**config.mk**
```make
export PLATFORM = sky130hd
export DESIGN_NAME = controller_sequencer_flat
export DESIGN_NICKNAME = d
export VERILOG_FILES = /design/src/rtl/sap1_pkg.sv /design/src/rtl/controller_sequencer_if.sv /design/src/rtl/controller_sequencer_ring_counter.sv /design/src/rtl/controller_sequencer.sv /design/src/flat_wrapper.sv
export SDC_FILE = /design/constraint.sdc
export NUM_CORES = 1
export LEC_CHECK = 0
export BUFFER_PORTS_ARGS = -buffer_cell sky130_fd_sc_hd__buf_2
export CAP_MARGIN = 20
export CORE_MARGIN = 3
export CORE_UTILIZATION = 45
export CTS_CLUSTER_DIAMETER = 120
export DETAILED_ROUTE_END_ITERATION = 8
export GPL_TIMING_DRIVEN = 0
export PLACE_DENSITY = 0.76
export SYNTH_ARGS = -nofsm -noshare
export SYNTH_HDL_FRONTEND = slang
export SYNTH_HIERARCHICAL = 1
export SYNTH_SLANG_ARGS = --single-unit
```
**constraint.sdc**
```tcl
create_clock -name CLK_n -period 2.4 [get_ports CLK_n]
set_clock_uncertainty 0.05 [all_clocks]
set_input_delay 0.24 -clock CLK_n [delete_from_list [all_inputs] [get_ports CLK_n]]
set_output_delay 0.24 -clock CLK_n [all_outputs]
set_load 0.01 [all_outputs]
```
**src/rtl/sap1_pkg.sv**
```systemverilog
// Shared definitions for the SAP-1 controller-sequencer: opcodes, the
// 12-bit control word layout, the idle word, T-state indices and the
// run/halt mode encoding used by the ring counter.
package sap1_pkg;

  localparam logic [3:0] OP_LDA = 4'h0;
  localparam logic [3:0] OP_ADD = 4'h1;
  localparam logic [3:0] OP_SUB = 4'h2;
  localparam logic [3:0] OP_OUT = 4'hE;
  localparam logic [3:0] OP_HLT = 4'hF;

  // Field order matches the bus order Cp (MSB) ... Lo_n (LSB).
  typedef struct packed {
    logic cp;
    logic ep;
    logic lm_n;
    logic ce_n;
    logic li_n;
    logic ei_n;
    logic la_n;
    logic ea;
    logic su;
    logic eu;
    logic lb_n;
    logic lo_n;
  } con_t;

  localparam con_t CON_IDLE = con_t'(12'h3E3);

  localparam int unsigned T1_IDX = 0;
  localparam int unsigned T2_IDX = 1;
  localparam int unsigned T3_IDX = 2;
  localparam int unsigned T4_IDX = 3;
  localparam int unsigned T5_IDX = 4;
  localparam int unsigned T6_IDX = 5;

  typedef enum logic {
    MODE_RUN    = 1'b0,
    MODE_HALTED = 1'b1
  } mode_t;

endpackage

```
**src/rtl/controller_sequencer_if.sv**
```systemverilog
// Bus between the controller-sequencer and the SAP-1 datapath: the IR
// opcode going in, the control word, halt flag and T-state debug coming out.
interface controller_sequencer_if #(
  parameter int OPCODE_WIDTH = 4,
  parameter int T_STATES     = 6
);
  logic [OPCODE_WIDTH-1:0] opcode;
  logic                    Cp;
  logic                    Ep;
  logic                    Lm_n;
  logic                    CE_n;
  logic                    Li_n;
  logic                    Ei_n;
  logic                    La_n;
  logic                    Ea;
  logic                    Su;
  logic                    Eu;
  logic                    Lb_n;
  logic                    Lo_n;
  logic                    HLT;
  logic [T_STATES-1:0]     t_state;

  modport master (
    input  opcode,
    output Cp, Ep, Lm_n, CE_n, Li_n, Ei_n, La_n, Ea, Su, Eu, Lb_n, Lo_n,
    output HLT, t_state
  );

  modport slave (
    output opcode,
    input  Cp, Ep, Lm_n, CE_n, Li_n, Ei_n, La_n, Ea, Su, Eu, Lb_n, Lo_n,
    input  HLT, t_state
  );
endinterface

```
**src/rtl/controller_sequencer_ring_counter.sv**
```systemverilog
// One-hot T-state ring with a run/halted mode. Clears asynchronously to
// T1/run. A halt request freezes the ring and reports all-zero phases;
// an early-return request jumps straight back to T1.
module ring_counter
  import sap1_pkg::*;
#(
  parameter int T_STATES = 6
) (
  input  logic                i_clk,
  input  logic                i_rst_n,
  input  logic                i_halt,
  input  logic                i_early,
  output logic [T_STATES-1:0] o_ring,
  output logic                o_halted
);

  localparam logic [T_STATES-1:0] RING_T1 = {{(T_STATES-1){1'b0}}, 1'b1};

  logic [T_STATES-1:0] r_ring;
  mode_t               r_mode;

  // Phase/mode state: rotate each cycle, enter HALTED on request, stay there until clear.
  always_ff @(posedge i_clk or negedge i_rst_n) begin
    if (!i_rst_n) begin
      r_ring <= RING_T1;
      r_mode <= MODE_RUN;
    end else begin
      case (r_mode)
        MODE_RUN: begin
          if (i_halt) begin
            r_mode <= MODE_HALTED;
            r_ring <= r_ring;
          end else if (i_early) begin
            r_ring <= RING_T1;
          end else begin
            r_ring <= {r_ring[T_STATES-2:0], r_ring[T_STATES-1]};
          end
        end
        MODE_HALTED: begin
          r_mode <= MODE_HALTED;
          r_ring <= r_ring;
        end
        default: begin
          r_mode <= MODE_RUN;
          r_ring <= RING_T1;
        end
      endcase
    end
  end

  assign o_halted = (r_mode == MODE_HALTED);
  assign o_ring   = o_halted ? {T_STATES{1'b0}} : r_ring;

endmodule

```
**src/rtl/controller_sequencer.sv**
```systemverilog
// SAP-1 controller-sequencer: decodes the current T-state and IR opcode
// into the 12-bit control word and stops the machine on HLT.
// Optional feature macro: SAP1_VARIABLE_CYCLE_EN skips idle trailing phases
// (LDA ends after T5, OUT/NOP after T4).
module controller_sequencer
  import sap1_pkg::*;
#(
  parameter int OPCODE_WIDTH = 4,
  parameter int T_STATES     = 6
) (
  input  logic                    CLK_n,
  input  logic                    CLR_n,
  controller_sequencer_if.master  bus
);

  logic [T_STATES-1:0]     w_ring;
  logic                    w_halted;
  logic                    w_halt_req;
  logic                    w_early;
  logic                    w_hlt;
  logic [OPCODE_WIDTH-1:0] w_opcode;
  con_t                    w_con;

  assign w_opcode = bus.opcode;

  ring_counter #(.T_STATES(T_STATES)) u_ring (
    .i_clk    (CLK_n),
    .i_rst_n  (CLR_n),
    .i_halt   (w_halt_req),
    .i_early  (w_early),
    .o_ring   (w_ring),
    .o_halted (w_halted)
  );

  // Control word decode from phase and opcode; idle while clear is asserted.
  always_comb begin
    w_con      = CON_IDLE;
    w_hlt      = 1'b0;
    w_halt_req = 1'b0;
    w_early    = 1'b0;
    if (!CLR_n) begin
      w_con = CON_IDLE;
    end else if (w_halted) begin
      w_hlt = 1'b1;
    end else if (w_ring[T1_IDX]) begin
      w_con.ep   = 1'b1;
      w_con.lm_n = 1'b0;
    end else if (w_ring[T2_IDX]) begin
      w_con.cp = 1'b1;
    end else if (w_ring[T3_IDX]) begin
      w_con.ce_n = 1'b0;
      w_con.li_n = 1'b0;
    end else if (w_ring[T4_IDX]) begin
      case (w_opcode)
        OP_LDA, OP_ADD, OP_SUB: begin
          w_con.ei_n = 1'b0;
          w_con.lm_n = 1'b0;
        end
        OP_OUT: begin
          w_con.ea   = 1'b1;
          w_con.lo_n = 1'b0;
`ifdef SAP1_VARIABLE_CYCLE_EN
          w_early = 1'b1;
`else
          w_early = 1'b0;
`endif
        end
        OP_HLT: begin
          w_hlt      = 1'b1;
          w_halt_req = 1'b1;
        end
        default: begin
`ifdef SAP1_VARIABLE_CYCLE_EN
          w_early = 1'b1;
`else
          w_early = 1'b0;
`endif
        end
      endcase
    end else if (w_ring[T5_IDX]) begin
      case (w_opcode)
        OP_LDA: begin
          w_con.ce_n = 1'b0;
          w_con.la_n = 1'b0;
`ifdef SAP1_VARIABLE_CYCLE_EN
          w_early = 1'b1;
`else
          w_early = 1'b0;
`endif
        end
        OP_ADD, OP_SUB: begin
          w_con.ce_n = 1'b0;
          w_con.lb_n = 1'b0;
        end
        default: w_con = CON_IDLE;
      endcase
    end else if (w_ring[T6_IDX]) begin
      case (w_opcode)
        OP_ADD: begin
          w_con.eu   = 1'b1;
          w_con.la_n = 1'b0;
        end
        OP_SUB: begin
          w_con.eu   = 1'b1;
          w_con.su   = 1'b1;
          w_con.la_n = 1'b0;
        end
        default: w_con = CON_IDLE;
      endcase
    end else begin
      w_con = CON_IDLE;
    end
  end

  assign bus.Cp      = w_con.cp;
  assign bus.Ep      = w_con.ep;
  assign bus.Lm_n    = w_con.lm_n;
  assign bus.CE_n    = w_con.ce_n;
  assign bus.Li_n    = w_con.li_n;
  assign bus.Ei_n    = w_con.ei_n;
  assign bus.La_n    = w_con.la_n;
  assign bus.Ea      = w_con.ea;
  assign bus.Su      = w_con.su;
  assign bus.Eu      = w_con.eu;
  assign bus.Lb_n    = w_con.lb_n;
  assign bus.Lo_n    = w_con.lo_n;
  assign bus.HLT     = w_hlt;
  assign bus.t_state = CLR_n ? w_ring : {T_STATES{1'b0}};

endmodule
```
**src/flat_wrapper.sv**
```systemverilog
// flat-port wrapper written by rule: the top's interface ports become plain ports
module controller_sequencer_flat import sap1_pkg::*;
#(
  parameter int OPCODE_WIDTH = 4,
  parameter int T_STATES     = 6
)
  (CLK_n, CLR_n, bus_opcode, bus_Cp, bus_Ep, bus_Lm_n, bus_CE_n, bus_Li_n, bus_Ei_n, bus_La_n, bus_Ea, bus_Su, bus_Eu, bus_Lb_n, bus_Lo_n, bus_HLT, bus_t_state);
  controller_sequencer_if #(.OPCODE_WIDTH(OPCODE_WIDTH), .T_STATES(T_STATES)) bus_i ();
  input  logic CLK_n;
  input  logic CLR_n;
  input wire logic [$bits(bus_i.opcode)-1:0] bus_opcode;
  output wire logic [$bits(bus_i.Cp)-1:0] bus_Cp;
  output wire logic [$bits(bus_i.Ep)-1:0] bus_Ep;
  output wire logic [$bits(bus_i.Lm_n)-1:0] bus_Lm_n;
  output wire logic [$bits(bus_i.CE_n)-1:0] bus_CE_n;
  output wire logic [$bits(bus_i.Li_n)-1:0] bus_Li_n;
  output wire logic [$bits(bus_i.Ei_n)-1:0] bus_Ei_n;
  output wire logic [$bits(bus_i.La_n)-1:0] bus_La_n;
  output wire logic [$bits(bus_i.Ea)-1:0] bus_Ea;
  output wire logic [$bits(bus_i.Su)-1:0] bus_Su;
  output wire logic [$bits(bus_i.Eu)-1:0] bus_Eu;
  output wire logic [$bits(bus_i.Lb_n)-1:0] bus_Lb_n;
  output wire logic [$bits(bus_i.Lo_n)-1:0] bus_Lo_n;
  output wire logic [$bits(bus_i.HLT)-1:0] bus_HLT;
  output wire logic [$bits(bus_i.t_state)-1:0] bus_t_state;
  assign bus_i.opcode = bus_opcode;
  assign bus_Cp = bus_i.Cp;
  assign bus_Ep = bus_i.Ep;
  assign bus_Lm_n = bus_i.Lm_n;
  assign bus_CE_n = bus_i.CE_n;
  assign bus_Li_n = bus_i.Li_n;
  assign bus_Ei_n = bus_i.Ei_n;
  assign bus_La_n = bus_i.La_n;
  assign bus_Ea = bus_i.Ea;
  assign bus_Su = bus_i.Su;
  assign bus_Eu = bus_i.Eu;
  assign bus_Lb_n = bus_i.Lb_n;
  assign bus_Lo_n = bus_i.Lo_n;
  assign bus_HLT = bus_i.HLT;
  assign bus_t_state = bus_i.t_state;
  controller_sequencer #(.OPCODE_WIDTH(OPCODE_WIDTH), .T_STATES(T_STATES)) u_core (.CLK_n(CLK_n), .CLR_n(CLR_n), .bus(bus_i));
endmodule
```
# Word-level counts from Yosys, hierarchy flattened
# Cells that the tools add are included.
[op_classes]
eq_ne = 5
reduce_logical = 4
bitwise_logic = 1
n_mux = 42
[op_table]
columns = ["operator", "n"]
rows = [
  ["6-bit two-way mux", 5],
  ["1-bit two-way mux", 24],
  ["12-bit two-way mux", 2],
  ["9-bit two-way mux", 2],
  ["11-bit two-way mux", 1],
  ["4-bit == test, second input constant", 2],
  ["2-bit two-way mux", 4],
  ["7-bit two-way mux", 1],
  ["3-bit two-way mux", 2],
  ["4-bit by 1-bit == test with 1-bit output, second input constant", 1],
  ["4-bit by 2-bit == test with 1-bit output, second input constant", 1],
  ["4-bit zero test", 1],
  ["3-bit OR reduction", 1],
  ["2-bit inequality test, second input constant", 1],
  ["1-bit case mux with 2 select lines", 1],
  ["2-bit AND reduction", 1],
  ["2-bit OR reduction", 1],
  ["1-bit inverter", 1],
]
[word_totals]
input_bits = 6
reg_bits = 7

# Logic depth before layout (Yosys ltp)
[logic_depth]
word_depth = 11
depth_mapped = 8
mapped_depth_nobuf = 6

# By module
# The synthesis kept the hierarchy.
[modules_own_cells]
columns = ["module", "n_inst", "cells_each", "area_each_um2"]
rows = [
  ["ring_counter", 1, 34, 337.8],
  ["controller_sequencer", 1, 38, 251.5],
]

# Worst setup path before layout
# OpenSTA, ideal clock, no wires.
[synth_path]
path_type = "register -> register"
start = "register u_core.u_ring.r_mode, in the netlist u_core/u_ring/o_halted"
end = "register u_core.u_ring.r_ring[1]"
period_less_slack_ns = 2.034
path_stages_with_launch = 9
arrival_ns = 1.859
setup_slack_ns = 0.366
required_ns = 2.225
cell_sequence = "dfrtp_1 > clkbuf_1 > and2b_1 > nor4b_2 > nand2b_1 > nor2_1 > or2_1 > buf_6 > o21ai_1"
[synth_via]
elab_cells_between_ends = 10
classes_between = "eq/ne (1); mux (7); bitwise (1); reduce/logical (1)"
[synth_rtl]
columns = ["item", "line_no", "source"]
rows = [
  ["start: declaration", "controller_sequencer_ring_counter.sv:20", "mode_t r_mode;"],
  ["start signal: assignment", "controller_sequencer_ring_counter.sv:26", "r_mode <= MODE_RUN;"],
  ["start signal: assignment", "controller_sequencer_ring_counter.sv:31", "r_mode <= MODE_HALTED;"],
  ["start signal: assignment", "controller_sequencer_ring_counter.sv:40", "r_mode <= MODE_HALTED;"],
  ["6-bit two-way mux", "controller_sequencer_ring_counter.sv:52", "assign o_ring = o_halted ? {T_STATES{1'b0}} : r_ring;"],
  ["named net u_core.w_ring[1]", "controller_sequencer.sv:16", "logic [T_STATES-1:0] w_ring;"],
  ["1-bit two-way mux", "controller_sequencer.sv:48", "end else if (w_ring[T2_IDX]) begin"],
  ["1-bit two-way mux", "controller_sequencer.sv:45", "end else if (w_ring[T1_IDX]) begin"],
  ["1-bit two-way mux", "controller_sequencer.sv:43", "end else if (w_halted) begin"],
  ["1-bit two-way mux", "controller_sequencer.sv:41", "if (!CLR_n) begin"],
  ["named net u_core.w_halt_req", "controller_sequencer.sv:18", "logic w_halt_req;"],
  ["2-bit inequality test (no line)", "n/a", ""],
  ["2-bit AND reduction (no line)", "n/a", ""],
  ["end signal: assignment", "controller_sequencer_ring_counter.sv:32", "r_ring <= r_ring;"],
  ["end signal: assignment", "controller_sequencer_ring_counter.sv:36", "r_ring <= {r_ring[T_STATES-2:0], r_ring[T_STATES-1]};"],
  ["end signal: assignment", "controller_sequencer_ring_counter.sv:41", "r_ring <= r_ring;"],
  ["end: declaration", "controller_sequencer_ring_counter.sv:19", "logic [T_STATES-1:0] r_ring;"],
]
# The timed path passes the listed nets, and every way through them passes these cells.
# A chain may end at the register's enable or synchronous reset.

# Final worst setup path
[layout_path]
start = "register u_core.u_ring.r_mode, in the netlist u_core/u_ring/o_halted"
end = "output port bus_Lo_n"
[layout_via]
elab_cells_between_ends = 8
classes_between = "mux (8)"
[layout_rtl]
columns = ["item", "line_no", "source"]
rows = [
  ["6-bit two-way mux", "controller_sequencer_ring_counter.sv:52", ""],
  ["named net u_core.w_ring[1]", "controller_sequencer.sv:16", ""],
  ["11-bit two-way mux", "controller_sequencer.sv:48", ""],
  ["9-bit two-way mux", "controller_sequencer.sv:45", ""],
  ["12-bit two-way mux", "controller_sequencer.sv:43", ""],
  ["12-bit two-way mux", "controller_sequencer.sv:41", ""],
  ["end: declaration", "flat_wrapper.sv:23", "output wire logic [$bits(bus_i.Lo_n)-1:0] bus_Lo_n;"],
]
# The timed path passes the listed nets, and every way through them passes these cells.

==> summary.md <==
| Metric | Value |
|---|---|
| Status | finished clean |
| Initial antenna violation count | 0 |
| Syn Area/Cell | 8.18 um^2 |
| CTS root buf | clkbuf_4 |
| Overall Global Routing Usage | 0.167 |
| Most common cell on crit path | buf_2 |
| Pre-CTS setup slack | -0.0759 ns |
| DR WL/cell | 11.3 um |
| Layout area overhead | 35.0% |
| Final hold viol count | 0 |
| Core Box Area | 1170 um^2 |
| Maximum fanout along the worst path | 10 |
| Leak Pwr | 0.392 nW |
| Mux share of post-synthesis cell area | 0 |
| Async SR Flop Fraction | 1.00 |
| # DRC | 0 |
| Worst setup EP type | primary output |
| Synth cell types | 28 |
| Endpoints failing setup | 0 |
| DRT iter0 DRCs | 7 |
| Synthesized cell area | 589 um^2 |
| DIE AREA | 1780 um^2 |
| FMAX | 0.444 GHz |
| Synth Area in Simple Gates | 0.501 |
| RSZ-0062 raised after global routing | no |
| Routed Antenna Nets | 0 |
| Type of origin of the critical path | flop |
| Syn Inst Count | 72 |
| Post-layout min period | 2.25 ns |
| Initial core utilization | 0.503 |
| Seq. cell area | 178 um^2 |
| Post-Synth XOR/XNOR Area | 0.0149 |
| Cell area after placement | 746 um^2 |
| Filler Cells Inserted | 107 |
| Most frequent cells in the layout | buf_2, and2_1, o21ai_1 |
| Tightest Pin Transition | 0.501 ns |
| Power Density | 361 nW/um^2 |
| Max incr delay on CP | 0.45 ns |
| Compound-cell area share of the yosys netlist | 0.153 |
| Fin area | 796 um^2 |
| Final worst setup slack | 0.147 ns |
| I/O Buffers | 24 |
| Layout cell share with drive strength beyond 1 | 0.321 |
| Drt via density | 4.99 |
| Clock transition at path regs | 0.05 ns |
| Post-DP HPWL | 1060 um |
| # rows | 12 |
| YS warnings | 6 |
| R2R setup slack | 0.24 ns |
| Kind of critical path | flop to primary output |
| CP arrival | 1.96 ns |
| Gr ovfl total | 0 |
| WP data required | 2.11 ns |
| Final nets | 113 |
| Commonest non-fill, non-tap cell in the layout | buf_2 |
| RD Place Congestion | 0.756 |
| First-pass GRT wire length | 2330 um |
| Die Y | 42.2 um |
| Post-synth EDFFs | 0 |
| Final worst hold slack | 0.356 ns |
| Sequential share of the synthesized area | 0.299 |
| Die X | 42.2 um |
| Tcrit/Tclk final | 0.939 |
| Max Cap Viol | 0 |
| CTS Buffer Depth | 2 |
| Final WL | 1350 um |
| Post-CTS setup buffer count | 0 |
| Count of pins over their slew limit | 0 |
| Clock latency on the worst-skew pair | 0.25 ns |
| CTS tree | yes |
| Vias | 599 |
| Worst VDD drop | 343 uV |
| Synthesized-area fraction occupied by adder cells | 0 |
| Largest net degree at the start of global routing | 18 |
| Slew HR | 0.665 |
| Synth Flop Type | dfrtp_1 |
| Multi-input logic area | 428 um^2 |
| ANT cells | 0 |
| Htree depth | 1 |
| Worst hold path type | primary input to async pin |
| DRT Pass-1 Iters | 4 |
| Crit path cell chain | buf_2 -> and2b_1 -> nor4b_4 -> nand2b_1 -> or2_1 -> buf_2 |
| #FFs+latches synth | 7 |
| I/O pins | 25 |
| Vias in the first global route | 543 |
| Largest family of logic cells by synthesized area | simple AND/OR/NAND/NOR gates |
| CP max-delay cell | dfrtp_2 |
| Total CTS buffers | 3 |
| CTS sink count | 7 |
==> routing by layer <==
metal | GRT usage | up-vias | part of all wire
met4 | 0.0932 | 0 | 0.0089
met2 | 0.274 | 16 | 0.50
met5 | 0 | - | 0
met1 | 0.200 | 269 | 0.44
li1 | - | 312 | -
met3 | 0.0343 | 2 | 0.055
==> stage by stage <==
stage          TNS, ns   util  instances  power [mW]
6_report             0  0.679        120       0.287
5_1_grt              0  0.679        120       0.307
4_1_cts              0  0.669        120       0.289
3_5_place_dp    -0.322  0.637        115       0.181
3_3_place_gp         0  0.637        115       0.180
2_1_floorplan        0      -         77       0.160
==> cells by family after synthesis <==
logic type,Yosys count
simple gates,44
compound gates,17
flops,7
buf+inv,2
xor+xnor,1
other cells,1
==> flip-flops by register name (all words and copies together) (netlist names) <==
signal	cells
u_core/u_ring/r_ring	6
u_core/u_ring/o_halted	1
==> report_power, final <==
group | internal (mW) | leakage, nW | switching [mW]
Combinational | 0.0248 | 0.287 | 0.0311
Clock | 0.0633 | 0.0150 | 0.0407
Sequential | 0.123 | 0.0905 | 0.00387
Total | 0.211 | 0.392 | 0.0757
==> what timing repair did <==
action / in CTS / in global routing
setup endpoints to repair: 7 / 9
resized for setup: 1 / 4
endpoints found under the hold margin: 6 / 0
hold buffers: 1 / 0
pin swaps: 0 / 0
==> cells in the mapped netlist, types with 2 or more instances <==
library cell,count,share of area
and2_1,9,0.096
and3b_1,2,0.030
dfrtp_1,6,0.25
nand2_1,3,0.019
nand2b_1,2,0.021
nor2_1,5,0.032
nor2b_1,6,0.064
o21ai_0,6,0.051
o21ai_1,9,0.076
or2_1,2,0.021
or2b_1,5,0.064
==> layout make-up <==
| cell class | count | share of cell area |
|---|---|---|
| plain buffers | 2 | 0.0204 |
| clock buffers | 4 | 0.0330 |
| multi-input cells | 68 | 0.538 |
| flip-flops and latches | 7 | 0.223 |
| well taps | 14 | 0.0220 |
| repair buffers | 25 | 0.164 |
==> path summary, 6_finish.rpt <==
check	cells past startpoint	start	end
max in group asynchronous	2	CLR_n	u_core/u_ring/r_ring[0]
hold / removal	2	CLR_n	u_core/u_ring/r_ring[2]
setup / recovery	6	u_core/u_ring/o_halted	bus_Lo_n
setup reg to reg	8	u_core/u_ring/o_halted	u_core/u_ring/r_ring[4]
min in group CLK_n	2	u_core/u_ring/r_ring[0]	u_core/u_ring/r_ring[0]
hold reg to reg	2	u_core/u_ring/r_ring[0]	u_core/u_ring/r_ring[0]
==> critical path, delay by kind of cell, from the launching register on <==
kind | cells | cell delay (ns)
buffers and inverters | 2 | 0.36
flip-flops | 1 | 0.45
AND/OR/NAND/NOR | 4 | 0.91
Power figures use the tool's default switching activity.
